==> src/rtl/clock_pkg.sv <==
// Shared types and constants for the clock front-end: button FSM states,
// button channel indices and default timing derived from the system clock.
package clock_pkg;

  typedef enum logic [1:0] {
    IDLE   = 2'd0,
    DELAY  = 2'd1,
    REPEAT = 2'd2,
    HELD   = 2'd3
  } btn_state_t;

  localparam int unsigned BTN_INC_MIN  = 0;
  localparam int unsigned BTN_DEC_MIN  = 1;
  localparam int unsigned BTN_INC_HOUR = 2;
  localparam int unsigned BTN_DEC_HOUR = 3;

  localparam int unsigned N_BTN_DEF = 4;

  localparam int unsigned CLK_HZ             = 50_000_000;
  localparam int unsigned DEBOUNCE_CYCLES_DEF = CLK_HZ / 50;  // 20 ms
  localparam int unsigned REPEAT_DELAY_DEF    = CLK_HZ / 2;   // 0.5 s
  localparam int unsigned REPEAT_PERIOD_DEF   = CLK_HZ / 5;   // 0.2 s

  function automatic int unsigned max_u(input int unsigned a, input int unsigned b);
    return (a > b) ? a : b;
  endfunction

endpackage

==> src/rtl/button_channel.sv <==
// One button channel: 2-flop synchroniser, debouncer and press/repeat FSM.
// Ports:
//   clk, rst   - clock, asynchronous active-high reset
//   btn_raw    - raw asynchronous button pin
//   btn_pulse  - one-cycle pulse per press and per auto-repeat (registered)
//   btn_level  - debounced pressed level, 1 = pressed (registered)
module button_channel
  import clock_pkg::*;
#(
  parameter int unsigned ACTIVE_LOW      = 1,
  parameter int unsigned DEBOUNCE_CYCLES = DEBOUNCE_CYCLES_DEF,
  parameter int unsigned REPEAT_EN       = 1,
  parameter int unsigned REPEAT_DELAY    = REPEAT_DELAY_DEF,
  parameter int unsigned REPEAT_PERIOD   = REPEAT_PERIOD_DEF
) (
  input  logic clk,
  input  logic rst,
  input  logic btn_raw,
  output logic btn_pulse,
  output logic btn_level
);

  localparam int unsigned DEB_W   = $clog2(DEBOUNCE_CYCLES + 1);
  localparam int unsigned REP_MAX = max_u(REPEAT_DELAY, REPEAT_PERIOD);
  localparam int unsigned REP_W   = $clog2(REP_MAX + 1);

  localparam logic             RAW_RELEASED = (ACTIVE_LOW != 0);
  localparam logic [DEB_W-1:0] DEB_LAST     = DEB_W'(DEBOUNCE_CYCLES - 1);
  localparam logic [REP_W-1:0] DELAY_LAST   = REP_W'(REPEAT_DELAY - 1);
  localparam logic [REP_W-1:0] PERIOD_LAST  = REP_W'(REPEAT_PERIOD - 1);

  logic             sync1_q, sync1_d;
  logic             sync2_q, sync2_d;
  logic [DEB_W-1:0] deb_cnt_q, deb_cnt_d;
  logic             level_q, level_d;
  logic [REP_W-1:0] rep_cnt_q, rep_cnt_d;
  logic             pulse_q, pulse_d;
  btn_state_t       state_q, state_d;

  logic pressed_s;
  logic level_rise;
  logic level_fall;

  // Synchroniser and debouncer next-state
  always_comb begin
    sync1_d   = btn_raw;
    sync2_d   = sync1_q;
    deb_cnt_d = '0;
    level_d   = level_q;
    pressed_s = sync2_q ^ RAW_RELEASED;
    // A new level must be seen on DEBOUNCE_CYCLES consecutive edges
    if (pressed_s != level_q) begin
      if (deb_cnt_q == DEB_LAST) begin
        level_d = ~level_q;
      end else begin
        deb_cnt_d = deb_cnt_q + DEB_W'(1);
      end
    end
    level_rise = level_d & ~level_q;
    level_fall = ~level_d & level_q;
  end

  // State register and datapath flops
  always_ff @(posedge clk or posedge rst) begin
    if (rst) begin
      sync1_q   <= RAW_RELEASED;
      sync2_q   <= RAW_RELEASED;
      deb_cnt_q <= '0;
      level_q   <= 1'b0;
      rep_cnt_q <= '0;
      pulse_q   <= 1'b0;
      state_q   <= IDLE;
    end else begin
      sync1_q   <= sync1_d;
      sync2_q   <= sync2_d;
      deb_cnt_q <= deb_cnt_d;
      level_q   <= level_d;
      rep_cnt_q <= rep_cnt_d;
      pulse_q   <= pulse_d;
      state_q   <= state_d;
    end
  end

  // Next-state logic; events are taken from level_d so the press pulse
  // lines up with the first cycle btn_level reads 1
  always_comb begin
    state_d = state_q;
    unique case (state_q)
      IDLE: begin
        if (level_rise) state_d = (REPEAT_EN != 0) ? DELAY : HELD;
      end
      DELAY: begin
        if (level_fall)                   state_d = IDLE;
        else if (rep_cnt_q == DELAY_LAST) state_d = REPEAT;
      end
      REPEAT: begin
        if (level_fall) state_d = IDLE;
      end
      HELD: begin
        if (level_fall) state_d = IDLE;
      end
      default: state_d = IDLE;
    endcase
  end

  // Output and repeat-counter logic; counter clears at each terminal count
  always_comb begin
    pulse_d   = 1'b0;
    rep_cnt_d = '0;
    unique case (state_q)
      IDLE: begin
        pulse_d = level_rise;
      end
      DELAY: begin
        if (!level_fall) begin
          if (rep_cnt_q == DELAY_LAST) pulse_d = 1'b1;
          else                         rep_cnt_d = rep_cnt_q + REP_W'(1);
        end
      end
      REPEAT: begin
        if (!level_fall) begin
          if (rep_cnt_q == PERIOD_LAST) pulse_d = 1'b1;
          else                          rep_cnt_d = rep_cnt_q + REP_W'(1);
        end
      end
      HELD: begin
        pulse_d = 1'b0;
      end
      default: begin
        pulse_d = 1'b0;
      end
    endcase
  end

  assign btn_pulse = pulse_q;
  assign btn_level = level_q;

endmodule

==> src/rtl/button_conditioner.sv <==
// Conditions the time/alarm-setting push-buttons for the settings controller.
// Ports:
//   clk, rst   - 50 MHz clock, asynchronous active-high reset
//   btn_raw    - raw button pins: [0] inc_min [1] dec_min [2] inc_hour [3] dec_hour
//   btn_pulse  - one-cycle press/repeat pulse per channel
//   btn_level  - debounced pressed level per channel
//   any_held   - OR of btn_level
module button_conditioner
  import clock_pkg::*;
#(
  parameter int unsigned N_BTN           = N_BTN_DEF,
  parameter int unsigned ACTIVE_LOW      = 1,
  parameter int unsigned DEBOUNCE_CYCLES = DEBOUNCE_CYCLES_DEF,
  parameter int unsigned REPEAT_EN       = 1,
  parameter int unsigned REPEAT_DELAY    = REPEAT_DELAY_DEF,
  parameter int unsigned REPEAT_PERIOD   = REPEAT_PERIOD_DEF
) (
  input  logic             clk,
  input  logic             rst,
  input  logic [N_BTN-1:0] btn_raw,
  output logic [N_BTN-1:0] btn_pulse,
  output logic [N_BTN-1:0] btn_level,
  output logic             any_held
);

  // Independent channels: no priority or lockout between buttons
  for (genvar g = 0; g < int'(N_BTN); g++) begin : g_ch
    button_channel #(
      .ACTIVE_LOW      (ACTIVE_LOW),
      .DEBOUNCE_CYCLES (DEBOUNCE_CYCLES),
      .REPEAT_EN       (REPEAT_EN),
      .REPEAT_DELAY    (REPEAT_DELAY),
      .REPEAT_PERIOD   (REPEAT_PERIOD)
    ) u_ch (
      .clk       (clk),
      .rst       (rst),
      .btn_raw   (btn_raw[g]),
      .btn_pulse (btn_pulse[g]),
      .btn_level (btn_level[g])
    );
  end

  // Derived only from level flops, so still no path from btn_raw
  assign any_held = |btn_level;

endmodule

==> config.mk <==
export PLATFORM = sky130hd
export DESIGN_NAME = button_conditioner
export DESIGN_NICKNAME = d
export VERILOG_FILES = /design/src/rtl/clock_pkg.sv /design/src/rtl/button_channel.sv /design/src/rtl/button_conditioner.sv
export SDC_FILE = /design/constraint.sdc
export NUM_CORES = 1
export LEC_CHECK = 0
export BUFFER_PORTS_ARGS = -buffer_cell sky130_fd_sc_hd__buf_4
export CORE_MARGIN = 2
export CORE_UTILIZATION = 60
export CTS_CLUSTER_DIAMETER = 30
export DETAILED_ROUTE_END_ITERATION = 8
export PLACE_DENSITY = 0.73
export SLEW_MARGIN = 40
export SYNTH_ARGS = -nofsm -noshare
export SYNTH_HDL_FRONTEND = slang
export SYNTH_SLANG_ARGS = --single-unit
==> constraint.sdc <==
create_clock -name clk -period 9.02 [get_ports clk]
set_clock_uncertainty 0.2 [all_clocks]
set_input_delay 1.804 -clock clk [delete_from_list [all_inputs] [get_ports clk]]
set_output_delay 1.804 -clock clk [all_outputs]
set_load 0.02 [all_outputs]
# Word level (Yosys, flattened, before mapping)

Index checks and enable logic that the tools add are counted.

Equal/unequal tests: 40
Reductions and logical operators: 13
$add $sub $neg: 8
Bitwise gates (word level): 20
Muxes and demuxes: 76

Operators by type and width:

| cell                  | count |
|---|---|
| $mux 25               | 16 |
| $pmux 25 s2           | 4 |
| $mux 20               | 8 |
| $add 25x1->25 const B | 4 |
| $eq 25x24->1 const B  | 4 |
| $eq 25x25->1 const B  | 4 |
| $add 20x1->20 const B | 4 |
| $eq 20x20->1 const B  | 4 |
| $mux 2                | 16 |
| $mux 1                | 24 |
| $pmux 2 s3            | 4 |
| $eq 2x2->1 const B    | 8 |
| $ne 2x1->1 const B    | 8 |
| $pmux 1 s4            | 4 |
| $ne 3x1->1 const B    | 4 |
| $not 1->1             | 12 |
| $reduce_and 3->1      | 4 |
| $and 1x1->1           | 8 |
| $eq 2x1->1 const B    | 4 |
| $logic_not 2->1       | 4 |
| $reduce_or 2->1       | 4 |
| $ne 1x1->1            | 4 |
| $reduce_or 4->1       | 1 |

Input bits: 6
Bits in registers: 204
Output and inout port bits: 9

# Longest topological paths before layout

Gate-level depths: netlist (run 1).

Word-level depth: 7
Gate-level depth with buffers: 8

# Hierarchy

Synthesis (run 1) repeated with hierarchy kept, for this count alone.

Cells, all modules: 1,071
Area, all modules: 10,560.1 sq um

Modules (own cells, without submodules):

| module                             | times used | cells an instance | area an instance (sq um) | sequential area each (sq um) |
|---|---|---|---|---|
| button_channel at g_ch[0].u_ch ... | 3          | 264               | 2,632.5                  | 1,278.7 |
| button_channel at g_ch[3].u_ch     | 1          | 278               | 2,655.0                  | 1,278.7 |
| button_conditioner                 | 1          | 1                 | 7.5                      | 0.0 |

# Worst setup path before layout (run 1)

Ideal clock, no wire load.

Path kind: reg-to-output
Start: register g_ch[3].u_ch.level_q
End: output any_held
Cell stages (with the launch flop): 2
Slack: 5.954 ns
Arrival time: 1.062 ns
Cell sequence: dfrtp_1 > or4_1

Word-level cells in the longest chain between the ends: 1

RTL lines:

| what                     | line                     | source |
|---|---|---|
| start: declaration       | button_channel.sv:35     | `logic level_q, level_d;` |
| start signal: assignment | button_channel.sv:77     | `level_q <= level_d;` |
| $reduce_or 4->1          | button_conditioner.sv:44 | `assign any_held = \|btn_level;` |
| end: declaration         | button_conditioner.sv:23 | `output logic any_held` |

No other way between the ends.

# Worst setup path after layout (run 1)

Start: register g_ch[0].u_ch.level_q
End: output any_held

Word-level cells in the longest chain between the ends: 1

RTL lines:

| what                     | line |
|---|---|
| start: declaration       | button_channel.sv:35 |
| start signal: assignment | button_channel.sv:77 |
| $reduce_or 4->1          | button_conditioner.sv:44 |

No other way between the ends.

==> results of run 1 <==
-- per-stage QoR --
| step | area (um2) | setup slack (ns) | instances | hold WS, ns | utilization [%] |
|---|---|---|---|---|---|
| 3_3_place_gp | 10500 | 5.35 | 1266 | 0.146 | 63.1 |
| 4_1_cts | 12000 | 5.25 | 1343 | 0.155 | 71.9 |
| 2_1_floorplan | 10200 | 1.46 | 1057 | 0.145 | - |
| 3_5_place_dp | 10500 | 5.56 | 1266 | 0.148 | 63.2 |
| 6_report | 12000 | 5.28 | 1344 | 0.154 | 72.1 |
| 5_1_grt | 12000 | 5.22 | 1344 | 0.155 | 72.1 |
-- layout by cell type, fill, tap and decap left out, drive strengths merged, types with 3 or more instances in the layout --
| cell | n |
|---|---|
| nand4 | 50 |
| a22oi | 3 |
| nand4b | 4 |
| nand2 | 75 |
| or2 | 3 |
| and4 | 19 |
| clkinv | 11 |
| and3 | 36 |
| buf | 18 |
| clkbuf | 45 |
| o211ai | 5 |
| nor2 | 206 |
| o21ai | 19 |
| xnor2 | 63 |
| ha | 24 |
| or3 | 14 |
| nor2b | 5 |
| nor4 | 10 |
| inv | 37 |
| and2 | 11 |
| dfrtp | 196 |
| nor4b | 10 |
| dfstp | 8 |
| o31ai | 4 |
| a21boi | 4 |
| or4 | 5 |
| bufinv | 5 |
| nor3 | 25 |
| clkinvlp | 7 |
| a21oi | 12 |
| nor4bb | 4 |
| nand3 | 72 |
| xor2 | 94 |
-- flip-flops by register name, summed over array words and instances (netlist names) --
| name | count |
|---|---|
| g_ch.u_ch.btn_level | 4 |
| g_ch.u_ch.btn_pulse | 4 |
| g_ch.u_ch.deb_cnt_q | 80 |
| g_ch.u_ch.rep_cnt_q | 100 |
| g_ch.u_ch.state_q | 8 |
| g_ch.u_ch.sync1_q | 4 |
| g_ch.u_ch.sync2_q | 4 |
-- worst max-delay path, cell delays in order, from the launching register on --
cell and delay (ns):
sky130_fd_sc_hd__dfrtp_1 0.48, sky130_fd_sc_hd__or4_1 0.57, sky130_fd_sc_hd__buf_4 0.18
-- power by group through the flow --
stage	logic, mW	clock network (mW)	registers (mW)
after floorplan	0.0248	0	0.944
after global placement	0.0350	0	0.945
after detailed placement	0.0353	0	0.945
after CTS	0.0357	1.59	0.931
after global routing	0.0424	1.64	0.931
final	0.0354	1.56	0.931
-- metal layers --
layer	routed length (um)	vias to the layer above
met2	9290	94
met3	577	30
met4	319	0
li1	-	3735
met5	0	-
met1	9120	3621
-- kinds of logic (layout without fill, tap and decap cells) --
family | count (synthesis) | after routing | synth area share [%]
AOI/OAI and AO/OA | 61 | 61 | 4.12
xor gates and xnor gates | 157 | 157 | 13.4
DFF | 204 | 204 | 50.0
buffers and inverters | 56 | 123 | 2.54
adders and majority gates | 24 | 24 | 2.93
and+or+nand+nor | 555 | 555 | 27.0
-- area by class of cell --
cell class	instances	area (um2)
clock buffers	45	1090
clock inverters	32	367
fillers	1218	4640
inverters	28	118
multi-input cells	797	4870
flip-flops and latches	204	5110
well taps	220	275
repair buffers	18	155
-- final timing paths --
| kind | depth (start not counted) | startpoint | slack (ns) | endpoint |
|---|---|---|---|---|
| max | 2 | g_ch[0].u_ch.btn_level$_DFF_PP0_ | 5.28 | any_held |
| min | 0 | g_ch[0].u_ch.sync1_q$_DFF_PP1_ | 0.15 | g_ch[0].u_ch.sync2_q$_DFF_PP1_ |
| max reg2reg | 6 | g_ch[1].u_ch.rep_cnt_q[16]$_DFF_PP0_ | 6.01 | g_ch[1].u_ch.rep_cnt_q[3]$_DFF_PP0_ |
| min reg2reg | 0 | g_ch[0].u_ch.sync1_q$_DFF_PP1_ | 0.15 | g_ch[0].u_ch.sync2_q$_DFF_PP1_ |
| max in group asynchronous | 4 | rst | 6.10 | g_ch[0].u_ch.rep_cnt_q[23]$_DFF_PP0_ |
| min in group asynchronous | 2 | rst | 1.10 | g_ch[1].u_ch.deb_cnt_q[2]$_DFF_PP0_ |
==> results.cfg, run 1 <==
[run_status]
run_status = complete, no violations

[clocking]
ctsRootBufferMaster = sky130_fd_sc_hd__clkbuf_16
clk_pin_slew_ns = 0.05
number_of_buffers_inserted_to_repair_setup_after_cts = 0
cts-hold-fix-buffers = 0
cts.path.max_buffers = 3
worst_skew_pair.late_latency_ns = 0.51
clock_sinks = 204
clock_tree.htree_level_count = 2
cts.repair.resized = 0
cts_buffers = 43
tritoncts = built

[layout]
final_layout_size_suffix_gt1_share_pct = 9.96
synthToLayoutAreaGrowth_pct = 17.2
nNetsFinal = 1122
antenna_cells = 0

[sta]
rsz0062_at_grt = no
maxSlewViolCount = 0
report.final.hold_viol_count = 0
timing.final.setup_violations = 0
tightestPinTransition_ns = 0.692
timing.setup.tns_ns = 0
final_period_minus_worst_setup_slack_ns = 3.74
max_slew_margin_pct = 53.9
final.period_utilization_pct = 41.4
max_freq_ghz = 0.268

[placement]
numPortBuffers = 14
gp_congestion = 0.795
detailed_place_hpwl_um = 12200

[grt]
grt_antenna_before_repair = 0
grt_remaining_overflow = 0
global_route.usage.met3_pct = 3.98
maximum_number_of_pins_on_one_net_before_global_route_repair = 150
met2_usage_pct = 36.2
groute.usage.overall_pct = 22.5
wire_length_of_the_first_global_routing_pass_um = 34200
gr_peak_layer = met2
number_of_global_route_vias_before_repair = 7472
met1_usage_pct = 31.4

[synthesis]
synth_top_cells_by_count = sky130_fd_sc_hd__nor2_1, sky130_fd_sc_hd__dfrtp_1, sky130_fd_sc_hd__xor2_1
synth_async_sr_flop_share_pct = 100
synth_area_leader_cell = sky130_fd_sc_hd__dfrtp_1
synthDistinctLibCells = 50
yosysWarnings = 0
count_leader_synth = sky130_fd_sc_hd__nor2_1
syn-cell-area_mm2 = 0.0102
synth_seq_cells = 204
synth-main-ff-cell = sky130_fd_sc_hd__dfrtp_1
syn_inst = 1057
synth_fp_nets = 1087
syn_avg_cell_area_um2 = 9.69
yosys.area.top_type_share_pct = 47.9
synth_top_cells_by_area = sky130_fd_sc_hd__dfrtp_1, sky130_fd_sc_hd__xor2_1, sky130_fd_sc_hd__nor2_1
ys_seq_area_share_pct = 50.0
synth-edff-count = 0

[power_and_ir_drop]
internal_power_mw = 1.97
power_dissipated_by_switching_net_loads_mw = 0.555
p_seq_share_pct = 36.8
design_power_total_mw = 2.53
power_frac_comb_pct = 1.4
power-per-cell-area_mw_per_mm2 = 211
leakagePower_nw = 5.03
sw_frac_of_total_pct = 22.0
max-vdd-ir-drop_v = 0.000197
power_frac_clock_pct = 61.8

[worst_setup_path]
worstPathRequired_ns = 7.02
timing.setup.critical_path_class = flip-flop to output port
cp-start-kind = flip-flop
worst_ep_arrival_time_ns = 1.73
critPathMaxFanout = 7
endpoint_kind = output port

[floorplanning]
design.core.area_mm2 = 0.0166
pin_count = 15
initial_utilization_pct = 61.5
area_of_the_die_mm2 = 0.0181
dieHeight_um = 135
floorplan.rows = 47
die_w_um = 135

[routing]
initial_drt_markers = 378
dr_total_vias = 7480
wirelength_um = 19300
ant_nets = 0
detailedRoute.firstPassIterationCount = 7
detail_route.vias_per_cell = 5.57
drcViolationCount = 0
avgRoutedWirePerCell_um = 14.4

[run]
drv_cap = 0

[hold_path]
worst_hold_path_type = flip-flop to flip-flop
Power figures use the tool's default switching activity.
==> run 2: changes to the inputs <==
- CORE_UTILIZATION: 60 -> 57
- clock period: 9.02 -> 3.1 ns (I/O delays scaled with it)
==> results.cfg, run 2 (synthesis results as in run 1) <==
[layout]
final_layout_size_suffix_gt1_share_pct = 10.4
fill_cells = 1376
multiInputGateArea_mm2 = 0.00486
reg_top3 = g_ch.u_ch.rep_cnt_q (100), g_ch.u_ch.deb_cnt_q (80), g_ch.u_ch.state_q (8)
final_cell_mix = sky130_fd_sc_hd__nor2_1, sky130_fd_sc_hd__dfrtp_1, sky130_fd_sc_hd__xor2_1
regArea_mm2 = 0.00511
largest_register_by_flop_count = g_ch.u_ch.rep_cnt_q
largest_register_ffs = 100
post-route-util_pct = 68.7
antenna_cells = 0
final-instance-count-excl-fill = 1371
final_area_mm2 = 0.0122
layout.cells.most_common = sky130_fd_sc_hd__nor2_1
nNetsFinal = 1138
synthToLayoutAreaGrowth_pct = 19.3

[worst_setup_path]
r2r_cells = 6
timing.setup.critical_path_class = flip-flop to flip-flop
critPathMaxFanout = 12
worstPathRequired_ns = 3.29
crit_path_max_incr_delay_ns = 0.68
timing.critical_path.max_delay_family = simple AND/OR/NAND/NOR gates
worst-r2r-setup-slack_ns = 0.35
worst_r2r_dst = g_ch[1].u_ch.rep_cnt_q[23]$_DFF_PP0_
cp-start-kind = flip-flop
worst_ep_arrival_time_ns = 2.94
cp_num_buf_inv = 1
r2r-start = g_ch[1].u_ch.deb_cnt_q[7]$_DFF_PP0_
crit_chain = or4_1 > or4_1 > or3_4 > o211ai_4 > buf_4 > nor2_1
crit_slowest_cell = sky130_fd_sc_hd__or4_1
path_common_cell = sky130_fd_sc_hd__or4_1
endpoint_kind = flip-flop

[grt]
grt_remaining_overflow = 0
wire_length_of_the_first_global_routing_pass_um = 35100
grt_antenna_before_repair = 0
global_route.usage.met3_pct = 3.74
gr_peak_layer = met2
met2_usage_pct = 37.0
maximum_number_of_pins_on_one_net_before_global_route_repair = 44
groute.usage.overall_pct = 21.6
met1_usage_pct = 27.8
number_of_global_route_vias_before_repair = 7698

[routing]
ant_nets = 0
avgRoutedWirePerCell_um = 14.6
detailedRoute.firstPassIterationCount = 4
detail_route.vias_per_cell = 5.52
wirelength_um = 20000
drcViolationCount = 0
initial_drt_markers = 356
dr_total_vias = 7563

[clocking]
ctsRootBufferMaster = sky130_fd_sc_hd__clkbuf_16
number_of_buffers_inserted_to_repair_setup_after_cts = 0
cts.path.max_buffers = 3
tritoncts = built
clock_sinks = 204
cts.repair.resized = 0
clk_pin_slew_ns = 0.05
worst_skew_pair.late_latency_ns = 0.51
cts_buffers = 42
clock_tree.htree_level_count = 2

[floorplanning]
dieHeight_um = 138
initial_utilization_pct = 57.6
pin_count = 15
floorplan.rows = 49
design.core.area_mm2 = 0.0178
die_w_um = 138
area_of_the_die_mm2 = 0.0191

[hold_path]
number_of_stages_on_the_worst_hold_path = 1
min-delay-start = btn_raw[1]
timing.hold.worst_endpoint = g_ch[1].u_ch.sync1_q$_DFF_PP1_
worst_hold_path_type = primary input to flip-flop

[sta]
final_period_minus_worst_setup_slack_ns = 2.75
final.period_utilization_pct = 88.7
max_slew_margin_pct = 58.3
report.final.hold_viol_count = 0
maxSlewViolCount = 0
holdWs_ns = 0.0193
timing.setup.tns_ns = 0
max_freq_ghz = 0.364
timing.final.setup_violations = 0
tightestPinTransition_ns = 0.624
rsz0062_at_grt = no
layout_setup_ws_ns = 0.350

[placement]
numPortBuffers = 14
dpl.cell_count = 1289
detailed_place_hpwl_um = 13000
area_of_placed_instances_mm2 = 0.0107
post-place-ws_ns = 0.393
gp_congestion = 0.857

[run]
drv_cap = 0

[power_and_ir_drop]
power-per-cell-area_mw_per_mm2 = 609
design_power_total_mw = 7.43
leakagePower_nw = 5.13
max-vdd-ir-drop_v = 0.000527

[run_status]
run_status = complete, no violations
run 2: cell types whose count changed in the layout (fill, tap and decap cells not counted):
| cell | delta |
|---|---|
| sky130_fd_sc_hd__buf_12 | +5 |
| sky130_fd_sc_hd__inv_12 | -1 |
| sky130_fd_sc_hd__nand3_2 | -2 |
| sky130_fd_sc_hd__inv_6 | -5 |
| sky130_fd_sc_hd__clkbuf_16 | +2 |
| sky130_fd_sc_hd__nand3_1 | +2 |
| sky130_fd_sc_hd__clkbuf_1 | +5 |
| sky130_fd_sc_hd__dlygate4sd3_1 | +4 |
| sky130_fd_sc_hd__clkinvlp_4 | +1 |
| sky130_fd_sc_hd__clkinv_4 | -1 |
| sky130_fd_sc_hd__inv_8 | -3 |
| sky130_fd_sc_hd__buf_4 | +8 |
| sky130_fd_sc_hd__clkbuf_8 | +3 |
run 2: layout make-up:
class                      instances  area share [%]
clock buffer                      55            9.85
clock inverter                    23            2.29
inverter                          28           0.891
multi-input combinational        797            39.8
sequential                       204            41.9
tap                              229            2.35
timing repair buffer              35            2.91
run 2: repair_timing:
| item | CTS | global route |
|---|---|---|
| hold buffers | 4 | 0 |
| endpoints found under the setup margin | 0 | 0 |
| hold endpoints to repair | 11 | 0 |
run 2: metal layers:
layer  vias to the layer above  wire length [um]
met5                         -                 0
met4                         0               403
met3                        34               623
met2                        81              9850
met1                      3693              9170
li1                       3755                 -
run 2: worst max path at each step:
| stage | startpoint | to | slack (ns) | cells past startpoint |
|---|---|---|---|---|
| 2_1_floorplan | rst | g_ch[0].u_ch.btn_level$_DFF_PP0_ | -0.36 | 1 |
| 3_3_place_gp | g_ch[1].u_ch.deb_cnt_q[7]$_DFF_PP0_ | g_ch[1].u_ch.rep_cnt_q[20]$_DFF_PP0_ | 0.46 | 6 |
| 3_5_place_dp | g_ch[1].u_ch.deb_cnt_q[7]$_DFF_PP0_ | g_ch[1].u_ch.rep_cnt_q[18]$_DFF_PP0_ | 0.39 | 6 |
| 4_1_cts | g_ch[1].u_ch.deb_cnt_q[7]$_DFF_PP0_ | g_ch[1].u_ch.rep_cnt_q[23]$_DFF_PP0_ | 0.34 | 6 |
| 5_1_grt | g_ch[1].u_ch.deb_cnt_q[7]$_DFF_PP0_ | g_ch[1].u_ch.rep_cnt_q[4]$_DFF_PP0_ | 0.26 | 6 |
| 6_report | g_ch[1].u_ch.deb_cnt_q[7]$_DFF_PP0_ | g_ch[1].u_ch.rep_cnt_q[23]$_DFF_PP0_ | 0.35 | 6 |
run 2: report_power, final:
part | internal (mW) | switching, mW
sequential | 2.69 | 0.0190
combinational | 0.0422 | 0.0826
clock | 3.16 | 1.44
total | 5.89 | 1.54
==> run 3: changes to the inputs <==
- CORE_ASPECT_RATIO: unset -> 1.75
- CTS_CLUSTER_DIAMETER: 30 -> unset
- clock period: 3.1 -> 2.21 ns (I/O delays scaled with it)
==> results.cfg, run 3 (synthesis results as in run 1) <==
[clocking]
clock_tree.htree_level_count = 1
cts_buffers = 20
worst_skew_pair.late_latency_ns = 0.49
ctsRootBufferMaster = sky130_fd_sc_hd__clkbuf_16
cts.path.max_buffers = 3
clock_sinks = 204
tritoncts = built
clk_pin_slew_ns = 0.06

[grt]
grt_antenna_before_repair = 0
wire_length_of_the_first_global_routing_pass_um = 37300
grt_remaining_overflow = 0
groute.usage.overall_pct = 23.1
maximum_number_of_pins_on_one_net_before_global_route_repair = 97
number_of_global_route_vias_before_repair = 8327

[worst_setup_path]
cp-start-kind = flip-flop
worst-r2r-setup-slack_ns = -0.30
timing.setup.critical_path_class = flip-flop to flip-flop
worstPathRequired_ns = 2.37
endpoint_kind = flip-flop
critPathMaxFanout = 12
worst_ep_arrival_time_ns = 2.67

[sta]
tightestPinTransition_ns = 0.513
final.period_utilization_pct = 114
layout_setup_ws_ns = -0.300
holdWs_ns = 0.154
final_period_minus_worst_setup_slack_ns = 2.51
rsz0062_at_grt = yes
max_slew_margin_pct = 65.8
timing.final.setup_violations = 43
maxSlewViolCount = 0
report.final.hold_viol_count = 0
max_freq_ghz = 0.398

[hold_path]
worst_hold_path_type = flip-flop to flip-flop

[layout]
largest_register_ffs = 100
antenna_cells = 0
reg_top3 = g_ch.u_ch.rep_cnt_q (100), g_ch.u_ch.deb_cnt_q (80), g_ch.u_ch.state_q (8)
post-route-util_pct = 72.0
layout.cells.most_common = sky130_fd_sc_hd__nor2_1
fill_cells = 1245
final_layout_size_suffix_gt1_share_pct = 19.8
synthToLayoutAreaGrowth_pct = 23.3
final-instance-count-excl-fill = 1448
final_cell_mix = sky130_fd_sc_hd__nor2_1, sky130_fd_sc_hd__dfrtp_1, sky130_fd_sc_hd__buf_4
nNetsFinal = 1233
multiInputGateArea_mm2 = 0.00514
regArea_mm2 = 0.00512
largest_register_by_flop_count = g_ch.u_ch.rep_cnt_q

[routing]
detailedRoute.firstPassIterationCount = 5
avgRoutedWirePerCell_um = 15.1
drcViolationCount = 0
ant_nets = 0
dr_total_vias = 8039
detail_route.vias_per_cell = 5.55
wirelength_um = 21900
initial_drt_markers = 404

[power_and_ir_drop]
max-vdd-ir-drop_v = 0.000619
design_power_total_mw = 7.35
power-per-cell-area_mw_per_mm2 = 582
leakagePower_nw = 5.48

[floorplanning]
pin_count = 15
floorplan.rows = 64
design.core.area_mm2 = 0.0175
area_of_the_die_mm2 = 0.0191
initial_utilization_pct = 58.4
dieHeight_um = 181
die_w_um = 105

[run]
drv_cap = 0

[placement]
dpl.cell_count = 1394
numPortBuffers = 14
gp_congestion = 0.853
post-place-ws_ns = -0.300
detailed_place_hpwl_um = 14500

[run_status]
run_status = finished with violations
failed_checks = setup timing
## run 3: cell type report
type	count	area share, %
Tap cell	231	2.29
Clock buffer	29	4.64
Clock inverter	7	0.495
Sequential cell	204	40.5
Inverter	28	0.862
Multi-Input combinational cell	797	40.7
Timing Repair Buffer	152	10.5
## run 3: metal layers
layer,vias to the layer above,share of wire [%],track usage [%]
li1,3932,-,-
met1,3964,39,27.1
met2,110,57,43.8
met3,33,2.7,2.63
met4,0,1.9,6.03
met5,-,0,0
## run 3: repair_timing
item,in CTS,in global routing
pin swaps,3,16
resized for setup,12,51
buffers inserted,4,5
endpoints found under the setup margin,51,144
gates cloned,0,4
hold buffers,5,0
endpoints found under the hold margin,200,0
## run 3: worst max-delay path, stage by stage (launching register included)
cell	delay [ns]
sky130_fd_sc_hd__dfrtp_1	0.40
sky130_fd_sc_hd__or4_1	0.53
sky130_fd_sc_hd__or4_4	0.46
sky130_fd_sc_hd__or3_4	0.44
sky130_fd_sc_hd__o211ai_4	0.13
sky130_fd_sc_hd__buf_12	0.17
sky130_fd_sc_hd__a21oi_1	0.05
## run 3: final timing paths
| path | start | cells past startpoint | endpoint |
|---|---|---|---|
| max in group asynchronous | rst | 4 | g_ch[1].u_ch.deb_cnt_q[17]$_DFF_PP0_ |
| setup / recovery | g_ch[1].u_ch.deb_cnt_q[15]$_DFF_PP0_ | 6 | g_ch[1].u_ch.rep_cnt_q[22]$_DFF_PP0_ |
| hold / removal | g_ch[2].u_ch.sync1_q$_DFF_PP1_ | 0 | g_ch[2].u_ch.sync2_q$_DFF_PP1_ |
| min in group asynchronous | rst | 4 | g_ch[3].u_ch.deb_cnt_q[9]$_DFF_PP0_ |
| setup reg to reg | g_ch[1].u_ch.deb_cnt_q[15]$_DFF_PP0_ | 6 | g_ch[1].u_ch.rep_cnt_q[22]$_DFF_PP0_ |
| hold reg to reg | g_ch[2].u_ch.sync1_q$_DFF_PP1_ | 0 | g_ch[2].u_ch.sync2_q$_DFF_PP1_ |
## run 3: stage by stage
step	TNS [ns]	instance area [um2]
final	-7.31	12600
after detailed placement	-7.48	11500
after CTS	-7.13	12300
after floorplan	-218.84	10300
after global routing	-12.71	12600
after global placement	-6.52	11500
## run 3: power breakdown
group | total, mW | switching (mW) | internal, mW
logic | 0.199 | 0.127 | 0.0718
registers | 3.79 | 0.0215 | 3.77
clock network | 3.37 | 1.41 | 1.96
total | 7.35 | 1.55 | 5.80
